==> src/rtl/operand_forward_ctrl.sv <==
// Execute-stage forwarding and load-use hazard control: tracks EX/MEM/WB destinations
// and registers the operand mux selects for the instruction entering EX.
module operand_forward_ctrl #(
    parameter int REG_BITS           = 4,
    parameter int ZERO_REG_HARDWIRED = 0
) (
    input  logic                clk,
    input  logic                rst,
    input  logic                id_valid,
    input  logic [REG_BITS-1:0] id_rs1,
    input  logic [REG_BITS-1:0] id_rs2,
    input  logic                id_rs1_used,
    input  logic                id_rs2_used,
    input  logic [REG_BITS-1:0] id_rd,
    input  logic                id_reg_write,
    input  logic                id_is_load,
    input  logic                flush,
    output logic [1:0]          fwd_a,
    output logic [1:0]          fwd_b,
    output logic                mux_enable,
    output logic                stall
);

    typedef struct packed {
        logic                valid;
        logic [REG_BITS-1:0] rd;
        logic                reg_write;
        logic                is_load;
    } stage_t;

    stage_t     ex_q, ex_d, mem_q, mem_d, wb_q, wb_d;
    logic [1:0] fwd_a_q, fwd_a_d, fwd_b_q, fwd_b_d;
    logic       mux_enable_q, mux_enable_d;

    logic a_ex, a_mem, a_wb, b_ex, b_mem, b_wb;

    function automatic logic hit(stage_t e, logic used, logic [REG_BITS-1:0] rs);
        logic zero_blocked;
        zero_blocked = (ZERO_REG_HARDWIRED != 0) && (e.rd == '0);
        return used && e.valid && e.reg_write && (e.rd == rs) && !zero_blocked;
    endfunction

    // Youngest producer wins: EX (01) over MEM (10) over WB (11).
    function automatic logic [1:0] pick(logic h_ex, logic h_mem, logic h_wb);
        if (h_ex)       return 2'b01;
        else if (h_mem) return 2'b10;
        else if (h_wb)  return 2'b11;
        return 2'b00;
    endfunction

    always_comb begin
        a_ex  = hit(ex_q,  id_rs1_used, id_rs1);
        a_mem = hit(mem_q, id_rs1_used, id_rs1);
        a_wb  = hit(wb_q,  id_rs1_used, id_rs1);
        b_ex  = hit(ex_q,  id_rs2_used, id_rs2);
        b_mem = hit(mem_q, id_rs2_used, id_rs2);
        b_wb  = hit(wb_q,  id_rs2_used, id_rs2);

        // A load's result is not ready in EX; flush discards the consumer anyway.
        stall = id_valid && ex_q.is_load && (a_ex || b_ex) && !flush;

        mem_d        = ex_q;
        wb_d         = mem_q;
        ex_d         = '0;
        mux_enable_d = 1'b0;
        fwd_a_d      = 2'b00;
        fwd_b_d      = 2'b00;

        if (!stall && !flush && id_valid) begin
            ex_d.valid     = 1'b1;
            ex_d.rd        = id_rd;
            ex_d.reg_write = id_reg_write;
            ex_d.is_load   = id_is_load;
            mux_enable_d   = 1'b1;
            fwd_a_d        = pick(a_ex, a_mem, a_wb);
            fwd_b_d        = pick(b_ex, b_mem, b_wb);
        end
    end

    always_ff @(posedge clk) begin
        if (rst) begin
            ex_q         <= '0;
            mem_q        <= '0;
            wb_q         <= '0;
            fwd_a_q      <= 2'b00;
            fwd_b_q      <= 2'b00;
            mux_enable_q <= 1'b0;
        end else begin
            ex_q         <= ex_d;
            mem_q        <= mem_d;
            wb_q         <= wb_d;
            fwd_a_q      <= fwd_a_d;
            fwd_b_q      <= fwd_b_d;
            mux_enable_q <= mux_enable_d;
        end
    end

    assign fwd_a      = fwd_a_q;
    assign fwd_b      = fwd_b_q;
    assign mux_enable = mux_enable_q;

endmodule

==> config.mk <==
export PLATFORM = sky130hd
export DESIGN_NAME = operand_forward_ctrl
export DESIGN_NICKNAME = d
export VERILOG_FILES = /design/src/rtl/operand_forward_ctrl.sv
export SDC_FILE = /design/constraint.sdc
export NUM_CORES = 1
export LEC_CHECK = 0
export CORE_ASPECT_RATIO = 1.1
export CORE_UTILIZATION = 50
export DETAILED_ROUTE_END_ITERATION = 10
export PLACE_DENSITY = 0.89
export SLEW_MARGIN = 15
export SYNTH_ARGS = -nofsm -noshare
export SYNTH_HDL_FRONTEND = slang
export SYNTH_SLANG_ARGS = --single-unit
==> constraint.sdc <==
create_clock -name clk -period 3.9 [get_ports clk]
set_input_delay 0.78 -clock clk [delete_from_list [all_inputs] [get_ports clk]]
set_output_delay 0.78 -clock clk [all_outputs]
set_load 0.02 [all_outputs]
Word level (Yosys, flattened, before mapping)
Cells that the tools add are included.
{"block": "word_totals", "reg_bits": 24, "input_bits": 20, "out_inout_bits": 6}
{"block": "op_classes", "bitwise": 3, "n_mux": 16, "n_eq_ne": 6, "n_reduce_logical": 31}
{"cell": "== test 4 bit", "count": 6}
{"cell": "logical AND 1 bit", "count": 23}
{"cell": "2-to-1 mux 1 bit", "count": 11}
{"cell": "2-to-1 mux 2 bit", "count": 4}
{"cell": "OR reduction 4 bit", "count": 2}
{"cell": "2-to-1 mux 7 bit", "count": 1}
{"cell": "OR reduction 3 bit", "count": 2}
{"cell": "NOT 1 bit", "count": 3}
{"cell": "logical NOT 1 bit", "count": 2}
{"cell": "OR reduction 2 bit", "count": 1}
{"cell": "logical OR 1 bit", "count": 1}

Logic depth before layout (Yosys ltp)
Gate-level depths: netlist of run 1.
{"block": "depth", "depth_word": 12, "depth_mapped": 5, "ltp_nobuf": 5}

Least setup slack after synthesis of run 1
Ideal clock, no wire load.
{"block": "synth_path", "path_kind": "input-to-output", "start": "input port id_rs2[1]", "end": "output port stall", "cell_stages": 5, "setup_slack_ns": 1.325, "required_ns": 3.120, "path_buffers": 0, "arrival_time_ns": 1.795, "path_cell_list": "xnor2_1 nand4_1 nor2_1 nor2_1 nor3_1"}
{"block": "synth_between", "elab_chain_cells": 5}
{"element": "start, declared", "line_no": "11", "rtl": "input logic [REG_BITS-1:0] id_rs2,"}
{"element": "== test 4 bit", "line_no": "40", "rtl": "return used && e.valid && e.reg_write && (e.rd == rs) && !zero_blocked;"}
{"element": "logical AND 1 bit", "line_no": "40"}
{"element": "logical OR 1 bit", "line_no": "60", "rtl": "stall = id_valid && ex_q.is_load && (a_ex || b_ex) && !flush;"}
{"element": "logical AND 1 bit (2 in a row)", "line_no": "60"}
{"element": "end, declared", "line_no": "21", "rtl": "output logic stall"}
No other way between the ends.

Worst setup path in the final report of run 1
Ends and elaborated chain as after synthesis.

==> metrics, run 1 <==
status=finished, final reports clean; Async SR Flop Fraction=0%; hold depth=1; cts repair resizes=0; dominant cell type by area after synthesis=dfxtp_1; P_sw=between 90 and 100 uW; Via density=5.09; Root Buffer=clkbuf_4; initial antenna violation count=0; Via Count=between 700 and 800; unrepaired setup endpoints after global routing=no; sequential power share=60.2%; cts bufs inserted=3; Tightest Pin Transition=between 0.4 and 0.5 ns; die area=2180 um2; Core ar.=1820 um2; Final Setup Violations=0; Initial Utilization=a little over half; Syn Area/Cell=just over 10 um2; setup bufs post-CTS=0; clock network power share=between 20% and 30%; Internal=a little over 300 uW; total grt overflow=0; yosys warns=0; routability congestion estimate=0.843; number of synthesized flops with an enable pin=0; Die Wd=44.6 um; # rows=16; DR pass1 iterations=4; Tcrit/Tclk final=between 90 and 100%; DRT iter0 DRCs=11; synthesized cell area=~1000 um2; R2R depth=5; count leader, synth=dfxtp_1; share of the synthesized area in the top cell type=46.2%; Worst slew margin=between 60% and 70%; remaining antenna violation count=0; global-route wire length before repair=between 3000 and 4000 um; Area Overhead vs Synth=30.9%; clock slew at reported path FFs=0.12 ns; buffers added on ports=25; pwr dens=308 nW/um2; wire per inst=between 10 and 15 um; hold crit path type=register to register; critical-path maximum fanout=3; Post-Synthesis Cells=97; Synth area leaders=dfxtp_1 46%, xnor2_1 11%, xor2_1 11%; later-pin clock latency in the skew report=between 0.3 and 0.4 ns; Sw Ratio=between 20% and 30%; hpwl dp=roughly 1500 um; Tmin final=between 3 and 4 ns; sequential share of the synthesized area=around 46%; FF+latch count, synth=23; drt total wl=~1900 um; n_diodes=0; endpoints failing hold=0; clock sink count=23; arrival time worst endpoint=2.81 ns; gr usage total=roughly 22%; combinational share of power=12.2%; kind of end point of the critical path=primary output; fin. max-slew vios=0; die height=slightly below 50 um; DRC Markers=0; post-synthesis cell type count=19; clock tree buffer depth=2; Post-CTS Hold Buffers=0; Leakage Power=0.462 nW; Worst Skew=~0.0018 ns; vias in the first global route=793; max cap viols=0; clock tree from TritonCTS=done; Final #Nets=146; layout cells sized above 1=a little under 9%; Startpoint Class=input pin; setup_tns=0 ns; synth cell count leaders=23 x dfxtp_1, 12 x nor2b_1, 12 x xnor2_1, 12 x xor2_1; main flop type after synthesis=dfxtp_1; Max Freq=~0.28 GHz; pin count of the biggest net entering global routing=14; Worst VDD drop=0.000296 V; Syn Nets=between 100 and 150; CP Class=input pin to primary output; WP data required=between 3 and 4 ns; Tot Pwr=~400 uW; I/O pins=26; H-tree levels=1
## worst max-delay path, cell delays in order
cell and delay (ns):
clkdlybuf4s50_1 0.54, xnor2_1 0.14, nand4_1 0.20, nor2_1 0.26, nor2_1 0.08, nor3_1 0.15, clkdlybuf4s50_1 0.65
## registers in the layout (all words and copies together), names as in the netlist
register / flops
fwd_a: 2
ex_q: 7
mem_q: 6
wb_q: 6
fwd_b: 2
## layout by cell type (no fill, tap or decap)
cell              n
clkdlybuf4s50_1  25
dfxtp_1          23
xnor2_1          12
nor2b_1          12
xor2_1           12
nand4_1           6
and2_1            6
nor2_1            4
nor3_1            4
clkbuf_4          3
nand2_1           2
nand3_1           2
nor4_1            2
or4_4             2
nand2b_1          2
nor4b_2           2
a21oi_1           2
nor3_2            1
o311ai_2          1
nor2_2            1
clkinv_2          1
## worst paths after layout
path / startpoint / to / slack, ns
worst max-delay path: id_rs2[1] / stall / 0.31
worst min-delay path: mem_q[1] / wb_q[1] / 0.49
worst max register to register: ex_q[3] / ex_q[1] / 2.37
worst min register to register: mem_q[1] / wb_q[1] / 0.49
## metal layers
metal | wire length (um) | up-vias | track usage, %
met3 | 66 | 5 | 5.93
met1 | 853 | 358 | 26.1
met2 | 953 | 23 | 33.8
met4 | 37 | 0 | 12.1
met5 | 0 | - | 0
li1 | - | 387 | -
## power by group through the flow
| stage | Combinational (mW) | Clock [mW] | Sequential [mW] |
|---|---|---|---|
| final | 0.0491 | 0.111 | 0.242 |
| after global placement | 0.0480 | 0 | 0.247 |
| after floorplan | 0.0196 | 0 | 0.247 |
| after detailed placement | 0.0488 | 0 | 0.247 |
| after global routing | 0.0537 | 0.125 | 0.243 |
| after CTS | 0.0493 | 0.112 | 0.242 |
## logic make-up after synthesis
kind of cell,share of synthesized area [%]
AND/OR/NAND/NOR,29.7
XOR/XNOR,21.1
flip-flops,46.2
AO/OA/AOI/OAI,2.64
buffers and inverters,0.376
## area by class of cell
cell class	instances	area, um2
clock inverters	1	5.00
fillers	141	517
well taps	27	33.8
clock buffers	3	22.5
multi-input cells	73	533
repair buffers	25	250
flip-flops and latches	23	460
## metrics by stage
stage                     hold WS (ns)  instance area, um2  std cells  setup WS, ns  utilization (%)
after global placement           0.472                1280        148         0.399             70.1
after floorplan                  0.459                 997         97          1.32                -
after detailed placement         0.473                1280        148         0.287             70.1
final                            0.489                1310        152         0.307             71.6
after global routing             0.503                1310        152         0.174             71.6
after CTS                        0.490                1310        152         0.308             71.6
Power figures use the tool's default switching activity.
==> run 2, diff against run 1 <==
--- a/config.mk
+++ b/config.mk
@@ -6,6 +6,7 @@
 export NUM_CORES = 1
 export LEC_CHECK = 0
 export CORE_ASPECT_RATIO = 1.1
+export CORE_MARGIN = 8
 export CORE_UTILIZATION = 50
 export DETAILED_ROUTE_END_ITERATION = 10
 export PLACE_DENSITY = 0.89
==> run 2 against run 1 <==
Largest cell class unchanged. Sequential power barely moved. Maximum frequency fell by 2.2%. Worst setup slack got worse by 0.081 ns. Power fell by 0.57%. First-iteration DRC count fell by 18%. Non-clock buffer count did not move. Critical path type unchanged. Register-to-register slack barely moved. Sequential share of layout area did not move. Die area rose by 69%. Sequential cell count did not move.
==> metrics, run 2 (same netlist as run 1, synthesis figures left out) <==
status=finished, final reports clean; Finished Core Util=between 60% and 70%; routability congestion estimate=0.834; Final Setup Violations=0; Tcrit/Tclk final=94.2%; Final Instance Area=around 1300 um2; WP data required=3.12 ns; kind of end point of the critical path=primary output; I/O pins=26; # rows=17; endpoints failing hold=0; DRT iter0 DRCs=9; Worst VDD drop=around 0.00023 V; crit path from=id_rs2[1]; CP Class=input pin to primary output; cts repair resizes=0; hold path endpoint=wb_q[1]; Placement Cell Area=1280 um2; Fillers=approximately 150; setup_tns=0 ns; vias in the first global route=839; Via density=between 4 and 5; Tmin final=around 3.7 ns; hold path start=mem_q[1]; Final #Nets=about 150; slack of the critical path=between 0.2 and 0.25 ns; setup bufs post-CTS=0; gr usage total=12.2%; Root Buffer=clkbuf_4; pwr dens=around 300 nW/um2; die area=roughly 3700 um2; busiest layer in global routing=met2; total grt overflow=0; later-pin clock latency in the skew report=around 0.30 ns; reg-to-reg critical path startpoint=ex_q[3]; Max Freq=between 0.2 and 0.3 GHz; r2r endpoint=ex_q[2]; clock slew at reported path FFs=between 0.1 and 0.15 ns; met3 Use GR=2.67%; cts bufs inserted=3; Core ar.=slightly below 2000 um2; buffers added on ports=25; Biggest register=ex_q; M2 GR Usage=20.9%; clock tree buffer depth=2; Post-CTS Hold Buffers=0; unrepaired setup endpoints after global routing=no; die height=approximately 63 um; arrival time worst endpoint=around 2.9 ns; Worst Skew=0.00162 ns; Tightest Pin Transition=approximately 0.48 ns; Max stage delay on crit path=0.66 ns; initial antenna violation count=0; top flop regs=ex_q (7), mem_q (6), wb_q (6); DR pass1 iterations=4; most frequent cells in the layout=25 x clkdlybuf4s50_1, 23 x dfxtp_1, 12 x xnor2_1, 12 x nor2b_1, 12 x xor2_1; Crit path max-delay family=buffers and inverters; Die Wd=between 50 and 60 um; DRC Markers=0; Area Overhead vs Synth=30.9%; H-tree levels=1; R2R depth=5; layout cells sized above 1=8.00%; number of flip-flops in the largest register=7; clock sink count=23; most common cell after layout, fill and taps aside=clkdlybuf4s50_1; worst slack, placed=between 0.2 and 0.3 ns; hold depth=1; met1 Usage GRT=13.3%; Initial Utilization=51.5%; drt total wl=2110 um; max cap viols=0; clock tree from TritonCTS=done; n_diodes=0; critical-path maximum fanout=3; Via Count=about 760; fin. max-slew vios=0; Buf/Inv on CP=2; slowest cell on the critical path=clkdlybuf4s50_1; remaining antenna violation count=0; Startpoint Class=input pin; crit path cell chain=clkdlybuf4s50_1 > xnor2_1 > nand4_1 > nor2_1 > nor2_1 > nor3_1 > clkdlybuf4s50_1; Leakage Power=around 0.46 nW; hold crit path type=register to register; Worst slew margin=68.0%; global-route wire length before repair=between 3000 and 4000 um; hpwl dp=roughly 1700 um; wire per inst=between 10 and 15 um; pin count of the biggest net entering global routing=14; R2R Setup Slk=around 2.4 ns
## run 2: cell count changes in the layout (fill, tap and decap cells not counted), sizes merged
| cell | previous run | this run |
|---|---|---|
| clkinv | 1 | 0 |
| clkbuf | 3 | 4 |
## run 2: worst reg2reg max path, cell delays in order, from the launching register on
cell and delay (ns):
dfxtp_1 0.40, xnor2_1 0.14, nand4_1 0.19, o311ai_2 0.40, nor2_2 0.12, and2_1 0.18
## run 2: where the power goes
part	switching (mW)	internal [mW]
Clock	0.0685	0.0399
Sequential	0.00339	0.239
Combinational	0.0202	0.0292
## run 2: through the flow
stage	hold WS [ns]	power (mW)	instances
finish	0.494	0.400	153
global route	0.498	0.416	153
CTS	0.493	0.401	153
detailed placement	0.477	0.297	149
global placement	0.474	0.296	149
floorplan	0.459	0.267	97
## run 2: final cells by class
class,instances,area [um2],share of cell area (%)
multi-input cells,73,533,40.8
flip-flops and latches,23,460,35.3
repair buffers,25,250,19.2
well taps,28,35.0,2.68
clock buffers,4,26.3,2.01
## run 2: layer usage
| metal | part of all wire, % | vias up |
|---|---|---|
| met5 | 0 | - |
| met4 | 1.5 | 0 |
| met3 | 4.0 | 4 |
| met2 | 52 | 22 |
| met1 | 42 | 352 |
| li1 | - | 384 |
## run 2: worst max path at each step
stage          endpoint  cells after the start
2_1_floorplan     stall                      5
3_3_place_gp      stall                      7
3_5_place_dp      stall                      7
4_1_cts           stall                      7
5_1_grt           stall                      7
6_report          stall                      7
